File: src/rtl/adder_pkg.sv
// Shared types and helpers for the pipelined adder: operation encoding,
// slice-width calculation and saturation constant generators.
package adder_pkg;

   typedef enum logic {
      OP_ADD = 1'b0,
      OP_SUB = 1'b1
   } op_e;

   // Saturation constants are built at this width and truncated by the caller.
   localparam int SAT_MAXW = 64;

   function automatic int slice_w(int width, int stages);
      return width / stages;
   endfunction

   function automatic logic [SAT_MAXW-1:0] sat_pos(int width);
      return (SAT_MAXW'(1) << (width - 1)) - SAT_MAXW'(1);
   endfunction

   function automatic logic [SAT_MAXW-1:0] sat_neg(int width);
      return SAT_MAXW'(1) << (width - 1);
   endfunction

endpackage

File: src/rtl/adder_stage.sv
// One carry-chain slice of the pipelined adder: a C-bit add whose sum,
// carry-out, signed-overflow and valid bit are registered when the pipeline advances.
module adder_stage #(
   parameter int C = 4
) (
   input  logic         clk_i,
   input  logic         rst_i,
   input  logic         i_en,
   input  logic         i_valid,
   input  logic [C-1:0] i_a,
   input  logic [C-1:0] i_b,
   input  logic         i_cin,
   output logic [C-1:0] o_sum,
   output logic         o_cout,
   output logic         o_ovf,
   output logic         o_valid
);

   logic [C:0]   w_full;
   logic         w_cmsb;
   logic [C-1:0] r_sum;
   logic         r_cout;
   logic         r_ovf;
   logic         r_vld;

   assign w_full = {1'b0, i_a} + {1'b0, i_b} + {{C{1'b0}}, i_cin};
   // Carry into the top bit is recovered from the top sum bit and its operands.
   assign w_cmsb = w_full[C-1] ^ i_a[C-1] ^ i_b[C-1];

   always_ff @(posedge clk_i) begin
      if (rst_i) begin
         r_sum  <= '0;
         r_cout <= 1'b0;
         r_ovf  <= 1'b0;
         r_vld  <= 1'b0;
      end else if (i_en) begin
         r_sum  <= w_full[C-1:0];
         r_cout <= w_full[C];
         r_ovf  <= w_full[C] ^ w_cmsb;
         r_vld  <= i_valid;
      end
   end

   assign o_sum   = r_sum;
   assign o_cout  = r_cout;
   assign o_ovf   = r_ovf;
   assign o_valid = r_vld;

endmodule

File: src/rtl/pipe_adder.sv
// Pipelined WIDTH-bit add/subtract split into STAGES carry-chain slices with
// valid/ready backpressure. Define ADDER_SAT_EN to add the sat_i saturating mode.
module pipe_adder
   import adder_pkg::*;
#(
   parameter int WIDTH  = 8,
   parameter int STAGES = 2
) (
   input  logic             clk_i,
   input  logic             rst_i,
   input  logic             valid_i,
   output logic             ready_o,
   input  logic [WIDTH-1:0] a_i,
   input  logic [WIDTH-1:0] b_i,
   input  logic             sub_i,
`ifdef ADDER_SAT_EN
   input  logic             sat_i,
`endif
   output logic             valid_o,
   input  logic             ready_i,
   output logic [WIDTH-1:0] sum,
   output logic             carry,
   output logic [WIDTH:0]   tot,
   output logic             ovf_o
);

   localparam int C = slice_w(WIDTH, STAGES);

   op_e              w_op;
   logic             w_en;
   logic [STAGES:0]  w_vld_pipe;
   logic [WIDTH-1:0] w_bx;
   logic [WIDTH-1:0] w_sum_raw;
   logic [C-1:0]     w_sa  [STAGES];
   logic [C-1:0]     w_sb  [STAGES];
   logic [C-1:0]     w_sum [STAGES];
   logic             w_cin [STAGES];
   logic             w_cout[STAGES];
   logic             w_ovf [STAGES];

   // [level][slice]: operand slices still waiting for their stage, and result
   // slices already computed that wait for the rest of their beat.
   logic [C-1:0]     r_ask [STAGES][STAGES];
   logic [C-1:0]     r_bsk [STAGES][STAGES];
   logic [C-1:0]     r_dsk [STAGES][STAGES];

   assign w_vld_pipe[0] = valid_i;
   assign valid_o       = w_vld_pipe[STAGES];
   assign w_en          = !valid_o || ready_i;
   assign ready_o       = w_en;
   assign w_op          = op_e'(sub_i);
   assign w_bx          = (w_op == OP_SUB) ? ~b_i : b_i;

   for (genvar k = 0; k < STAGES; k++) begin : g_st
      if (k == 0) begin : g_first
         assign w_sa[k]  = a_i[C-1:0];
         assign w_sb[k]  = w_bx[C-1:0];
         assign w_cin[k] = sub_i;
      end else begin : g_next
         assign w_sa[k]  = r_ask[k-1][k];
         assign w_sb[k]  = r_bsk[k-1][k];
         assign w_cin[k] = w_cout[k-1];
      end

      adder_stage #(.C(C)) u_stage (
         .clk_i   (clk_i),
         .rst_i   (rst_i),
         .i_en    (w_en),
         .i_valid (w_vld_pipe[k]),
         .i_a     (w_sa[k]),
         .i_b     (w_sb[k]),
         .i_cin   (w_cin[k]),
         .o_sum   (w_sum[k]),
         .o_cout  (w_cout[k]),
         .o_ovf   (w_ovf[k]),
         .o_valid (w_vld_pipe[k+1])
      );
   end

   always_ff @(posedge clk_i) begin
      if (rst_i) begin
         for (int k = 0; k < STAGES; k++) begin
            for (int j = 0; j < STAGES; j++) begin
               r_ask[k][j] <= '0;
               r_bsk[k][j] <= '0;
               r_dsk[k][j] <= '0;
            end
         end
      end else if (w_en) begin
         for (int j = 1; j < STAGES; j++) begin
            r_ask[0][j] <= a_i[j*C +: C];
            r_bsk[0][j] <= w_bx[j*C +: C];
         end
         for (int k = 1; k < STAGES; k++) begin
            for (int j = 0; j < STAGES; j++) begin
               if (j > k) begin
                  r_ask[k][j] <= r_ask[k-1][j];
                  r_bsk[k][j] <= r_bsk[k-1][j];
               end
               if (j == k - 1) r_dsk[k][j] <= w_sum[k-1];
               else if (j < k - 1) r_dsk[k][j] <= r_dsk[k-1][j];
            end
         end
      end
   end

   always_comb begin
      w_sum_raw = '0;
      for (int j = 0; j < STAGES - 1; j++) w_sum_raw[j*C +: C] = r_dsk[STAGES-1][j];
      w_sum_raw[(STAGES-1)*C +: C] = w_sum[STAGES-1];
   end

   assign carry = w_cout[STAGES-1];
   assign ovf_o = w_ovf[STAGES-1];

`ifdef ADDER_SAT_EN
   localparam logic [WIDTH-1:0] SAT_POS = WIDTH'(sat_pos(WIDTH));
   localparam logic [WIDTH-1:0] SAT_NEG = WIDTH'(sat_neg(WIDTH));

   logic [STAGES-1:0] r_sat;

   always_ff @(posedge clk_i) begin
      if (rst_i) begin
         r_sat <= '0;
      end else if (w_en) begin
         r_sat[0] <= sat_i;
         for (int k = 1; k < STAGES; k++) r_sat[k] <= r_sat[k-1];
      end
   end

   // Overflow with carry-out set means both operands were negative.
   assign sum = (r_sat[STAGES-1] && ovf_o) ? (carry ? SAT_NEG : SAT_POS) : w_sum_raw;
`else
   assign sum = w_sum_raw;
`endif

   assign tot = {carry, sum};

endmodule
File: config.mk
export PLATFORM = sky130hd
export DESIGN_NAME = pipe_adder
export DESIGN_NICKNAME = d
export VERILOG_FILES = /design/src/rtl/adder_pkg.sv /design/src/rtl/adder_stage.sv /design/src/rtl/pipe_adder.sv
export SDC_FILE = /design/constraint.sdc
export NUM_CORES = 1
export LEC_CHECK = 0
export CAP_MARGIN = 20
export CORE_AREA = 8 8 62 64
export CTS_BUF_LIST = sky130_fd_sc_hd__clkbuf_2 sky130_fd_sc_hd__clkbuf_4 sky130_fd_sc_hd__clkbuf_8
export DETAILED_ROUTE_END_ITERATION = 16
export DIE_AREA = 0 0 70 72
export PLACE_DENSITY_LB_ADDON = 0.12
export SLEW_MARGIN = 20
export SYNTH_ARGS = -nofsm -noshare
export SYNTH_HDL_FRONTEND = slang
export SYNTH_SLANG_ARGS = --single-unit
export TNS_END_PERCENT = 30
File: constraint.sdc
create_clock -name clk_i -period 2.7 [get_ports clk_i]
set_input_delay 0.405 -clock clk_i [delete_from_list [all_inputs] [get_ports clk_i]]
set_output_delay 0.405 -clock clk_i [all_outputs]
set_load 0.05 [all_outputs]
# Word level (Yosys, flattened, before mapping)
# Memory sizes are Yosys's and may differ from the RTL's.
# Index checks and enable logic that the tools add are counted.
# classes
reduce_logical	2
n_addsub	4
n_mux	9
bitwise_logic	7
# op_table
cell	count
4-bit 2-to-1 mux	3
4-bit by 4-bit adder with 5-bit output	2
5-bit by 1-bit adder with 5-bit output	2
8-bit 2-to-1 mux	1
8-bit inverter	1
1-bit 2-to-1 mux	5
1-bit OR	3
1-bit bitwise XOR	3
1-bit logical NOT	1
1-bit logical OR	1
# totals
out_inout_bits	21
register_bits	13
mem_count	3
elab_cells	32
mem_bits_rw	24
# mem_list
name	words	width	read_ports	rd_clocked_by_memory_dff	wr	line	rtl
r_ask	2	4	1	0	2	pipe_adder.sv:43	logic [C-1:0] r_ask [STAGES][STAGES];
r_bsk	2	4	1	0	2	pipe_adder.sv:44	logic [C-1:0] r_bsk [STAGES][STAGES];
r_dsk	2	4	1	0	2	pipe_adder.sv:45	logic [C-1:0] r_dsk [STAGES][STAGES];

# Logic depth before layout (Yosys ltp)
# Gate-level depths: netlist of the first run.
# logic_depth
word_depth	6
ltp_mapped	8
ltp_nobuf	8

# Cells and area by module
# Synthesis of the first run repeated with hierarchy kept, for this count alone.
# unflattened
cells_unflattened	139
hier_area_um2	1581.5
# modules_own_cells
mod	n_inst	cells_per_inst	area_per_inst_um2
adder_stage	2	46	447.9
pipe_adder	1	47	685.7

# Worst setup path after synthesis of the first run
# OpenSTA, ideal clock, no wires.
# synth_timing
path_type	flip-flop to flip-flop
from	memory r_bsk[0][0] in the netlist's numbering
to	register g_st[1].u_stage.r_ovf
period_less_slack_ps	1948
setup_time_ps	79
n_path_buf	0
setup_slack_ps	752
t_arrival_ps	1869
stages_incl_launch_ff	9
path_cell_list	edfxtp_1 > fa_1 > inv_1 > fa_1 > nor2b_1 > o21a_1 > nor2_2 > xnor3_1 > a211oi_2
# synth_via
elab_chain_len	6
# synth_rtl
element	line	rtl
start: declaration	pipe_adder.sv:44	
memory read 2 x 4 bit *	-	
4-bit by 4-bit adder with 5-bit output *	adder_stage.sv:26	assign w_full = {1'b0, i_a} + {1'b0, i_b} + {{C{1'b0}}, i_cin};
5-bit by 1-bit adder with 5-bit output *	adder_stage.sv:26	
1-bit bitwise XOR (2 in series)	adder_stage.sv:28	assign w_cmsb = w_full[C-1] ^ i_a[C-1] ^ i_b[C-1];
1-bit bitwise XOR *	adder_stage.sv:39	r_ovf <= w_full[C] ^ w_cmsb;
end signal: assignment	adder_stage.sv:39	
end: declaration	adder_stage.sv:23	logic r_ovf;
# Mark *: on every way between the ends. The rest lies on a longest branch, timed or not.
# A chain may end at the register's enable or synchronous reset.

# Worst setup path after layout of the first run
# layout_timing
from	input port ready_i
to	output port ready_o
# layout_via
elab_chain_len	1
# layout_rtl
element	line	rtl
start: declaration	pipe_adder.sv:20	input logic ready_i,
1-bit logical OR	pipe_adder.sv:49	assign w_en = !valid_o || ready_i;
end: declaration	pipe_adder.sv:12	output logic ready_o,
# No other way between the ends.

==> results of run 1 <==
==> worst register-to-register path, delay by kind of cell (launching register included) <==
family,cells,cell delay [ps]
AO/OA/AOI/OAI,3,560
XOR/XNOR,2,630
adder cells (fa/ha/maj),1,420
flip-flops,1,430
==> cell usage after synthesis <==
| cell | count | area share [%] |
|---|---|---|
| a211oi_1 | 5 | 2.9 |
| a211oi_2 | 1 | 0.96 |
| a21o_1 | 2 | 1.2 |
| a21oi_1 | 9 | 3.5 |
| and2_1 | 8 | 3.8 |
| and3_1 | 1 | 0.48 |
| buf_1 | 1 | 0.29 |
| buf_2 | 1 | 0.38 |
| buf_4 | 9 | 5.2 |
| clkbuf_1 | 2 | 0.58 |
| clkinv_1 | 1 | 0.29 |
| dfxtp_1 | 13 | 20 |
| edfxtp_1 | 12 | 28 |
| fa_1 | 3 | 4.6 |
| ha_1 | 6 | 5.8 |
| inv_1 | 3 | 0.86 |
| mux2_2 | 1 | 0.86 |
| nand2_1 | 11 | 3.2 |
| nand2b_1 | 2 | 0.96 |
| nand3_1 | 1 | 0.38 |
| nor2_1 | 13 | 3.7 |
| nor2_2 | 1 | 0.48 |
| nor2b_1 | 2 | 0.96 |
| nor3_1 | 1 | 0.38 |
| o21a_1 | 1 | 0.58 |
| o21ai_0 | 1 | 0.38 |
| xnor2_1 | 9 | 6.0 |
| xnor3_1 | 1 | 1.7 |
| xor2_1 | 3 | 2.0 |
==> routing by layer <==
layer	vias to the layer above	share of wire [%]	GRT usage [%]
li1	479	-	-
met1	413	45	11.27
met2	36	46	17.87
met3	4	7.2	2.729
met4	0	2.1	6.027
met5	-	0	0
==> logic make-up after synthesis <==
kind of cell / synth area share, %
AOI/OAI and AO/OA: 9.404
muxes: 0.8637
xor gates and xnor gates: 9.789
and+or+nand+nor: 14.40
DFF: 47.60
adders and majority gates: 10.36
buffers and inverters: 7.580
==> power breakdown <==
group | leakage (nW) | switching, mW | total (mW) | internal, mW
Sequential | 0.247 | 0.0223 | 0.463 | 0.441
Clock | 0.0177 | 0.110 | 0.165 | 0.0554
Combinational | 0.443 | 0.221 | 0.381 | 0.160
==> flip-flops by register name, summed over array words and instances (netlist names) <==
name                  flops
g_st.u_stage.o_sum        8
r_dsk                     4
g_st.u_stage.o_ovf        1
g_st.u_stage.o_cout       2
r_bsk                     4
g_st.u_stage.o_valid      2
r_ask                     4
==> worst max-delay path by stage <==
stage | startpoint | endpoint | slack (ps) | cells after the start
final | ready_i | ready_o | 560 | 4
after global routing | ready_i | ready_o | 450 | 4
after CTS | ready_i | ready_o | 520 | 4
after detailed placement | b_i[0] | g_st[0].u_stage.o_cout | 400 | 6
after global placement | b_i[0] | g_st[0].u_stage.o_cout | 440 | 6
after floorplan | r_bsk[0][0] | g_st[1].u_stage.o_ovf | 750 | 8
==> layout make-up <==
class                      count  area share (%)
timing repair buffer          45           25.36
clock buffer                   3           1.304
sequential                    25           35.94
tap                           33           2.391
multi-input combinational     82           33.84
clock inverter                 1          0.2899
inverter                       4          0.8696
==> key figures, run 1 <==
Synth
  – Mapped Cells: 124
  – Post-synthesis cell type count: 29
  – Syn nets: between 150 and 200
  – Synth Register Bits: 25
  – Mapped Area: between 1000 and 1500 µm²
  – Post-synthesis sequential area ratio: between 40% and 50%
  – Synth warn: 0
  – Avg Cell Area, Syn: about 11 µm²

Critical path
  – CP Cell Sequence: clkdlybuf4s50_1 -> nor2b_1 -> clkinv_1 -> buf_4
  – CP bufs+invs: 3
  – CP delay by family, top: buffers and inverters
  – Crit-path max FO: 7
  – R2R depth: 6
  – Crit path kind: input port to output port
  – Slowest CP cell: clkdlybuf4s50_1
  – CP endpoint kind: output port
  – Reg-to-Reg End: g_st[1].u_stage.o_ovf
  – RR Startpoint: r_bsk[0][0]
  – Worst EP required: 2300 ps
  – R2r setup slk: roughly 600 ps
  – Arr. time, crit path: 1740 ps
  – Worst path max stage delay: 400 ps
  – CP Launch Type: input port

Layout
  – Count of non-filler cells in the finished layout: 193
  – Area growth syn-to-layout: 32.44%
  – Most frequent cells in the layout: 40 x clkdlybuf4s50_1, 13 x nor2_1, 13 x dfxtp_1, 12 x edfxtp_1, 11 x nand2_1
  – Multi-input logic area: ~580 µm²
  – Antenna cells: 0
  – Most common cell after layout, fill and taps aside: clkdlybuf4s50_1
  – Post-layout util: approximately three fifths
  – Final design instance area without fill: between 1500 and 2000 µm²
  – Filler cell count: between 200 and 300
  – Layout cell share with drive strength beyond 1: 7.500%
  – Layout Nets: approximately 190
  – Register area: between 600 and 700 µm²

Worst hold path
  – Hold Path Class: flop to flop
  – Hold Path Sink: g_st[0].u_stage.o_sum[1]
  – Hold wc startpoint: g_st[0].u_stage.o_sum[1]
  – Hold path cells: 2

Die
  – Die area: a little over 5000 µm²
  – Initial Util: 44.91%
  – Die X: roughly 70 µm
  – Core area: approximately 2900 µm²
  – Boundary Pins: 42
  – # rows: 20
  – Height of the chip: roughly 70 µm

GRT
  – Global-route wire length before repair: 4.381 mm
  – Vias in the first global route: between 900 and 1000
  – Initial antenna violation count: 0
  – Largest net degree at the start of global routing: 17
  – GRT overflow: 0
  – Tot GR Track Use: approximately a tenth

Drt
  – Antenna Violating Nets Remaining: 0
  – DR iter-0 viols: 45
  – Total wire length: 2.543 mm
  – Pre-antenna DRT Iters: 4
  – Routed via count: 932
  – # DRC: 0
  – Routed vias/inst: between 4 and 5
  – Per-cell routed wire length: 13.18 µm

Timing
  – Hold violation total from the final report: 0
  – Worst Hold Slack: approximately 470 ps
  – Slew Viols, Final: 0
  – Fmax: 467.1 MHz
  – Fin Setup TNS: 0 ps
  – Final setup violation count: 0
  – Clk_skew: about 1.8 ps
  – Setup ws final: around 560 ps
  – RSZ-0062 raised after global routing: no
  – Worst slew pin tran: between 500 and 600 ps
  – Minimum clock period: between 2000 and 2500 ps
  – Period utilization: between 70% and 80%
  – Worst slew margin: between 60% and 70%

Clocking
  – Resize count post-CTS: 0
  – Clock Tree Buf Depth: 2
  – Cts hold-fix bufs: 0
  – Postcts setup bufs: 0
  – TritonCTS Sinks: 25
  – H-tree levels: 1
  – Num CTS Buffers: 3
  – Clk_lat worst skew: between 300 and 400 ps
  – Root Driver: clkbuf_4
  – CTS tree: built
  – Worst-path clk slew: roughly 130 ps

Place
  – Routability congestion estimate: 0.8200
  – Number of port buffers: 41
  – Hpwl dp: roughly 2.1 mm
  – Placed Area: between 1500 and 2000 µm²
  – Worst slack at placement: 402.9 ps
  – Inst Count DP: about 190

Power and ir drop
  – Max VDD drop: around 0.31 mV
  – Pwr Total: 1.010 mW
  – Pwr Density: between 500 and 600 nW/µm²
  – Leakage: slightly above 0.7 nW

Status
  – Status: complete, no violations

Flow run
  – Max Cap Viol: 0
No activity file was read; power rests on OpenSTA's default activity.
==> run 2: changes to the inputs <==
Settings changed: CORE_AREA 8 8 62 64 to 8 8 65 67, DIE_AREA 0 0 70 72 to 0 0 73 75.
Clock period 2.7 ns to 1.87 ns, I/O delays scaled along.
==> key figures, run 2 (same netlist as run 1, synthesis figures left out) <==
Status
  – Status: finished with violations
  – Failing checks: negative setup slack

Timing
  – Fmax: about 500 MHz
  – Worst slew pin tran: 559.4 ps
  – Period utilization: 106.1%
  – RSZ-0062 raised after global routing: yes
  – Hold violation total from the final report: 0
  – Worst Hold Slack: between 400 and 500 ps
  – Slew Viols, Final: 0
  – Setup ws final: -114.3 ps
  – Minimum clock period: about 2000 ps
  – Worst slew margin: ~63%
  – Final setup violation count: 1
  – Clk_skew: a little under 6 ps
  – Fin Setup TNS: -114.3 ps

Die
  – Core area: around 3200 µm²
  – Height of the chip: ~75 µm
  – Die X: approximately 73 µm
  – Die area: approximately 5500 µm²
  – Initial Util: roughly two fifths
  – Boundary Pins: 42
  – # rows: 21

Critical path
  – Slowest CP cell: edfxtp_1
  – CP Launch Type: flop
  – CP endpoint kind: flop
  – CP bufs+invs: 0
  – Worst path max stage delay: around 430 ps
  – Crit path kind: flop to flop
  – Arr. time, crit path: about 2200 ps
  – Worst EP required: about 2100 ps
  – CP delay by family, top: XOR/XNOR gates
  – Crit-path max FO: 2
  – CP Cell Sequence: fa_2 -> a21o_1 -> a21oi_2 -> xnor2_2 -> xnor3_1 -> a211oi_2
  – R2r setup slk: -110 ps

Layout
  – Count of non-filler cells in the finished layout: roughly 220
  – Most common cell after layout, fill and taps aside: clkdlybuf4s50_1
  – Max FFs per register: 8
  – Register area: around 620 µm²
  – Antenna cells: 0
  – Layout Nets: around 200
  – Multi-input logic area: a little over 600 µm²
  – Most frequent cells in the layout: 36 x clkdlybuf4s50_1, 15 x buf_4, 13 x nor2_1, 13 x dfxtp_1, 12 x edfxtp_1
  – Post-layout util: between 50% and 60%
  – Layout cell share with drive strength beyond 1: approximately 16%
  – Filler cell count: 303
  – Area growth syn-to-layout: 42.32%

Clocking
  – CTS tree: built
  – Num CTS Buffers: 3
  – Clock Tree Buf Depth: 2
  – Worst-path clk slew: roughly 150 ps
  – Cts hold-fix bufs: 0
  – Clk_lat worst skew: between 300 and 400 ps
  – TritonCTS Sinks: 25
  – Root Driver: clkbuf_4
  – H-tree levels: 1

Power and ir drop
  – Leakage: 0.8246 nW
  – Pwr Total: about 1.5 mW
  – Pwr Density: around 820 nW/µm²
  – Max VDD drop: about 0.29 mV

Drt
  – Total wire length: approximately 2.8 mm
  – # DRC: 0
  – Pre-antenna DRT Iters: 4
  – DR iter-0 viols: 56
  – Per-cell routed wire length: approximately 13 µm
  – Antenna Violating Nets Remaining: 0
  – Routed via count: between 900 and 1000
  – Routed vias/inst: 4.579

GRT
  – Largest net degree at the start of global routing: 16
  – Tot GR Track Use: between 10% and 20%
  – Vias in the first global route: between 1000 and 1500
  – GRT overflow: 0
  – Initial antenna violation count: 0
  – Global-route wire length before repair: ~4.5 mm

Place
  – Number of port buffers: 41
  – Hpwl dp: between 2 and 2.5 mm
  – Routability congestion estimate: about 0.76
  – Inst Count DP: 212

Worst hold path
  – Hold Path Class: flop to flop

Flow run
  – Max Cap Viol: 0
## run 2: report_power, final
group | internal (mW) | switching [mW] | total [mW]
combinational | 0.261 | 0.332 | 0.592
clock | 0.0835 | 0.174 | 0.257
sequential | 0.637 | 0.0339 | 0.671
## run 2: path summary, 6_finish.rpt
kind	startpoint	endpoint	depth (start not counted)
max	r_ask[0][0]	g_st[1].u_stage.o_ovf	6
min	g_st[0].u_stage.o_sum[1]	g_st[0].u_stage.o_sum[1]	2
max reg2reg	r_ask[0][0]	g_st[1].u_stage.o_ovf	6
min reg2reg	g_st[0].u_stage.o_sum[1]	g_st[0].u_stage.o_sum[1]	2
## run 2: what timing repair did
action                     CTS  global route
gates resized for setup      2             5
buffers inserted             0             0
cloned                       0             0
setup endpoints to repair    2             6
## run 2: metal layers
metal  global-route usage (%)  routed length [µm]
met5                        0                   0
met4                    6.667                  71
met3                    4.128                 252
met2                    17.97                1321
met1                    10.82                1131
## run 2: through the flow
stage                     setup slack (ps)  instance area (µm²)
after floorplan                      20.45                 1313
after global placement              -241.8                 1799
after detailed placement            -247.4                 1799
after CTS                           -132.0                 1838
after global routing                -226.1                 1856
final                               -114.3                 1856
## run 2: final cells by class
type,instances,share of cell area [%]
clock buffers,3,1.214
repair buffers,55,28.19
well taps,46,3.102
multi-input cells,82,32.91
clock inverters,1,0.3372
inverters,4,0.8092
flip-flops and latches,25,33.45
## run 2: tightest hold or removal path, delay by kind of cell (launching register included)
kind	cells	cell delay, ps
AND/OR/NAND/NOR	1	50
AO/OA/AOI/OAI	1	50
flip-flops	1	340
